--- src/rtl/if_id_stage.sv ---
// Instruction-fetch stage: program counter plus IF/ID pipeline register.
// Optional performance counters are enabled by defining IF_STAGE_PERF_CNT_EN.
module if_id_stage #(
    parameter int                  PC_WIDTH  = 32,
    parameter logic [PC_WIDTH-1:0] RESET_PC  = '0,
    parameter logic [31:0]         NOP_INSTR = 32'h0000_0000
) (
    input  logic                clk_i,
    input  logic                rst_i,
    input  logic                pc_write_i,
    input  logic                if_id_hold_i,
    input  logic                branch_flush_i,
    input  logic [PC_WIDTH-1:0] branch_target_i,
    output logic [PC_WIDTH-1:0] imem_addr_o,
    input  logic [31:0]         imem_data_i,
    output logic [PC_WIDTH-1:0] pc_o,
    output logic [31:0]         if_id_instr_o,
    output logic [PC_WIDTH-1:0] if_id_pc_plus4_o,
    output logic                if_id_valid_o
`ifdef IF_STAGE_PERF_CNT_EN
    ,
    output logic [31:0]         stall_cnt_o,
    output logic [31:0]         flush_cnt_o
`endif
);

    typedef enum logic {
        S_BOOT = 1'b0,
        S_RUN  = 1'b1
    } state_e;

    state_e              state_q;
    logic [PC_WIDTH-1:0] pc_plus4;
    logic [PC_WIDTH-1:0] target_aligned;

    // Wraps modulo 2^PC_WIDTH; no carry is reported.
    assign pc_plus4       = pc_o + PC_WIDTH'(4);
    assign target_aligned = branch_target_i & ~PC_WIDTH'(3);
    assign imem_addr_o    = pc_o;

    // NOTE: all state is updated with non-blocking assignments so every
    // register samples the pre-edge value of every other register.
    always_ff @(posedge clk_i) begin
        if (rst_i) begin
            state_q          <= S_BOOT;
            pc_o             <= RESET_PC;
            if_id_instr_o    <= NOP_INSTR;
            if_id_pc_plus4_o <= '0;
            if_id_valid_o    <= 1'b0;
        end else begin
            case (state_q)
                // PC holds here so the word at RESET_PC is captured next edge.
                S_BOOT: begin
                    state_q          <= S_RUN;
                    if_id_instr_o    <= NOP_INSTR;
                    if_id_pc_plus4_o <= '0;
                    if_id_valid_o    <= 1'b0;
                end
                S_RUN: begin
                    if (branch_flush_i) begin
                        pc_o             <= target_aligned;
                        if_id_instr_o    <= NOP_INSTR;
                        if_id_pc_plus4_o <= '0;
                        if_id_valid_o    <= 1'b0;
                    end else begin
                        if (pc_write_i) begin
                            pc_o <= pc_plus4;
                        end
                        if (!if_id_hold_i) begin
                            if_id_instr_o    <= imem_data_i;
                            if_id_pc_plus4_o <= pc_plus4;
                            if_id_valid_o    <= 1'b1;
                        end
                    end
                end
                default: state_q <= S_BOOT;
            endcase
        end
    end

`ifdef IF_STAGE_PERF_CNT_EN
    always_ff @(posedge clk_i) begin
        if (rst_i) begin
            stall_cnt_o <= '0;
            flush_cnt_o <= '0;
        end else if (state_q == S_RUN) begin
            if (branch_flush_i) begin
                if (flush_cnt_o != '1) begin
                    flush_cnt_o <= flush_cnt_o + 32'd1;
                end
            end else if (!pc_write_i) begin
                if (stall_cnt_o != '1) begin
                    stall_cnt_o <= stall_cnt_o + 32'd1;
                end
            end
        end
    end
`endif

endmodule

--- config.mk ---
export PLATFORM = sky130hd
export DESIGN_NAME = if_id_stage
export DESIGN_NICKNAME = d
export VERILOG_FILES = /design/src/rtl/if_id_stage.sv
export SDC_FILE = /design/constraint.sdc
export NUM_CORES = 1
export LEC_CHECK = 0
export CAP_MARGIN = 25
export CORE_MARGIN = 3
export CORE_UTILIZATION = 40
export DETAILED_ROUTE_END_ITERATION = 16
export PLACE_DENSITY = 0.75
export SYNTH_ARGS = -nofsm -noshare
export SYNTH_HDL_FRONTEND = slang
export SYNTH_SLANG_ARGS = --single-unit
--- constraint.sdc ---
create_clock -name clk_i -period 2.3 [get_ports clk_i]
set_input_delay 0.46 -clock clk_i [delete_from_list [all_inputs] [get_ports clk_i]]
set_output_delay 0.46 -clock clk_i [all_outputs]
set_load 0.005 [all_outputs]
==> metrics.cfg <==
[synthesis]
synth.avg_cell_area_um2 = 8.669
async_flop_share_pct = 0
synth.distinct_cells = 55
synth_edf_count = 0
synth-seq-area-share_pct = 39.03
synth_flop_cell = dfxtp_1
synth_seq_cells = 95
synthCells = 562
yosys_warnings = 0
synth_area_mm2 = 0.004872

[min_path]
min_from = if_id_hold_i
hold_class = input pin to register

[cts]
clock-root-buffer = clkbuf_16
htree_levels = 3
cts_tree = yes
holdBufCountCts = 0
clkSlewWorstSetupHoldPaths_ns = 0.07
post_cts_buffers = 0
clkLatencyLatePin_ns = 0.35
clockBufferDepth = 2
clock_sinks = 95
cts_resized = 0
numCtsBuffers = 9

[final_layout]
instances_no_fill = 874
syn2layout_area_growth_pct = 45.25
fillers = 999
multi_input_area_mm2 = 0.002495
drive_above_1_share_pct = 9.986
fin_nets = 796
diodes = 0
layout_commonest_cell = clkdlybuf4s50_1
ff_latch_area_mm2 = 0.001902
most-common-layout-cells = clkdlybuf4s50_1 (189), dfxtp_1 (95), nor2_1 (64)

[sta]
tns_ns = 0
finClkSkew_ns = 0.008371
worstMarginPinSlew_ns = 0.6659
relSlewSlack_pct = 55.44
min_period_ns = 2.148
fin_crit_sh_pct = 93.39
setup_viol = 0
drv_slew = 0
rsz0062_at_grt = no
fmax_ghz = 0.4656
hold_viol_final = 0
fin_hold_ws_ns = 0.4291

[pwr]
leakage_nw = 2.685
pwr-share-seq_pct = 45.7
clkPwrFrac_pct = 37.8
power.density_mw_per_mm2 = 542.4
internal-power_w = 0.002804
switching_power_w = 0.001035
switching_share_pct = 26.96
vdd_ir_drop_max_mv = 0.3043
p_comb_share_pct = 16.5

[detailed_routing]
wl_met1_um = 6247
finalWirelength_um = 15450
drt_iter0_drc = 387
wl_met3_um = 1406
route.detailed.drc = 0
wl_met2_um = 7517
firstDrtPassIters = 8
vias = 4869
routedWlPerCell_um = 17.68
top_layer_used = met4
ant_nets = 0
routed_via_density = 5.571

[setup_path]
cp_cell_sequence = ha_1, nand4_2, or3_1, nor4_4, xor2_1, o21ba_2
critPathRequiredTime_ns = 2.59
path_class = register to register
arrival_ns = 2.44
critical_path.startpoint = imem_addr_o[2]$_SDFFE_PP0P_
slowest_stage = or3_1
worstPathMaxFanout = 6
cp-end-kind = register
max_stage_delay_ns = 0.57
start_kind = register
rr_startpoint = imem_addr_o[2]$_SDFFE_PP0P_

[floorplanning]
start_util_pct = 41.78
num_rows = 39
die_height_um = 116.4
ios = 198
core-area_mm2 = 0.01166
die_w_um = 116.4
dieArea_mm2 = 0.01354

[place]
gp_congestion = 0.9165
post-dp-hpwl_um = 11540
placed_cells = 858
numPortBuffers = 191

[flow_run]
max-cap-violations = 0

[global_route]
grt_pass1_vias = 4505
grt_max_degree = 54
gr-total-overflow = 0
grt_use_total_pct = 22.14
antenna_found_initial = 0
grt_first_pass_wirelength_um = 23710

[status]
outcome = finished clean

[metrics by stage]
step / worst slack [ns] / total power [W] / instance area (um2) / util, %
finish: 0.1520 / 0.003838 / 7077 / 60.68
global route: 0.03428 / 0.003972 / 7077 / 60.68
CTS: 0.1826 / 0.003850 / 7077 / 60.68
detailed placement: 0.08352 / 0.002418 / 6790 / 58.22
global placement: 0.1819 / 0.002404 / 6790 / 58.22
floorplan: 0.2401 / 0.002090 / 4883 / -
[critical path: cells and delay by family (launching register included)]
| kind | cells | cell delay [ns] |
|---|---|---|
| AOI/OAI and AO/OA | 1 | 0.17 |
| DFF | 1 | 0.34 |
| adders and majority gates | 1 | 0.19 |
| and+or+nand+nor | 3 | 1.00 |
| xor gates and xnor gates | 1 | 0.37 |
[kinds of logic (layout without fill, tap and decap cells)]
| kind of cell | count (synthesis) | in the layout | share of synthesized area, % |
|---|---|---|---|
| AND/OR/NAND/NOR | 184 | 184 | 20.85 |
| flip-flops | 95 | 95 | 39.03 |
| other | 1 | 4 | 0.07697 |
| AO/OA/AOI/OAI | 128 | 128 | 16.41 |
| buffers and inverters | 85 | 251 | 10.09 |
| XOR/XNOR | 27 | 27 | 4.853 |
| multiplexers | 41 | 41 | 8.423 |
| adder cells (fa/ha/maj) | 1 | 1 | 0.2568 |
[cell usage after synthesis (4+ instances only)]
cell,n,share of area (%)
nand4_1,10,1.3
buf_4,43,6.6
nor4_4,4,1.7
nor2_1,64,4.9
a22oi_1,7,1.1
a311oi_1,6,1.1
mux2i_1,41,8.4
inv_1,7,0.54
xnor2_1,17,3.1
o31ai_1,4,0.62
xor2_1,10,1.8
a31oi_1,10,1.3
nor2b_1,8,1.0
and3_1,9,1.2
a21oi_1,38,3.9
o21ai_0,32,3.3
nand3_1,21,2.2
a211oi_1,6,0.92
o21a_1,4,0.62
clkbuf_1,24,1.8
or3_1,4,0.51
nor3_1,13,1.3
buf_1,6,0.46
nand2_1,34,2.6
dfxtp_1,95,39
[routing by layer]
| metal | global-route usage, % | vias up |
|---|---|---|
| met5 | 0 | - |
| met4 | 7.579 | 0 |
| met3 | 4.922 | 22 |
| met2 | 36.00 | 246 |
| met1 | 29.07 | 2322 |
| li1 | - | 2279 |
[final cells by class]
cell class	instances	area share (%)
clock inverters	6	0.8133
flip-flops and latches	95	26.87
multi-input cells	385	35.25
inverters	8	0.4243
well taps	143	2.528
repair buffers	227	30.87
clock buffers	10	3.236
[path summary, 6_finish.rpt]
path	slack, ns	endpoint	cells after the start
worst max register to register	0.15	if_id_pc_plus4_o[28]$_SDFFE_PP0P_	6
worst min-delay path	0.43	if_id_pc_plus4_o[28]$_SDFFE_PP0P_	2
worst min register to register	0.45	if_id_valid_o$_SDFFE_PP0P_	2
worst max-delay path	0.15	if_id_pc_plus4_o[28]$_SDFFE_PP0P_	6
[power by group through the flow]
stage / combinational [W] / clock [W] / sequential [W]
2_1_floorplan: 0.000298 / 0 / 0.00179
3_3_place_gp: 0.000617 / 0 / 0.00179
3_5_place_dp: 0.000628 / 0 / 0.00179
4_1_cts: 0.000632 / 0.00146 / 0.00175
5_1_grt: 0.000683 / 0.00153 / 0.00176
6_report: 0.000634 / 0.00145 / 0.00175
[sequential cells by signal (all words and copies together), names as in the netlist]
signal            count
if_id_pc_plus4_o     31
state_q               1
if_id_valid_o         1
imem_addr_o          30
if_id_instr_o        32
Power figures use the tool's default switching activity.
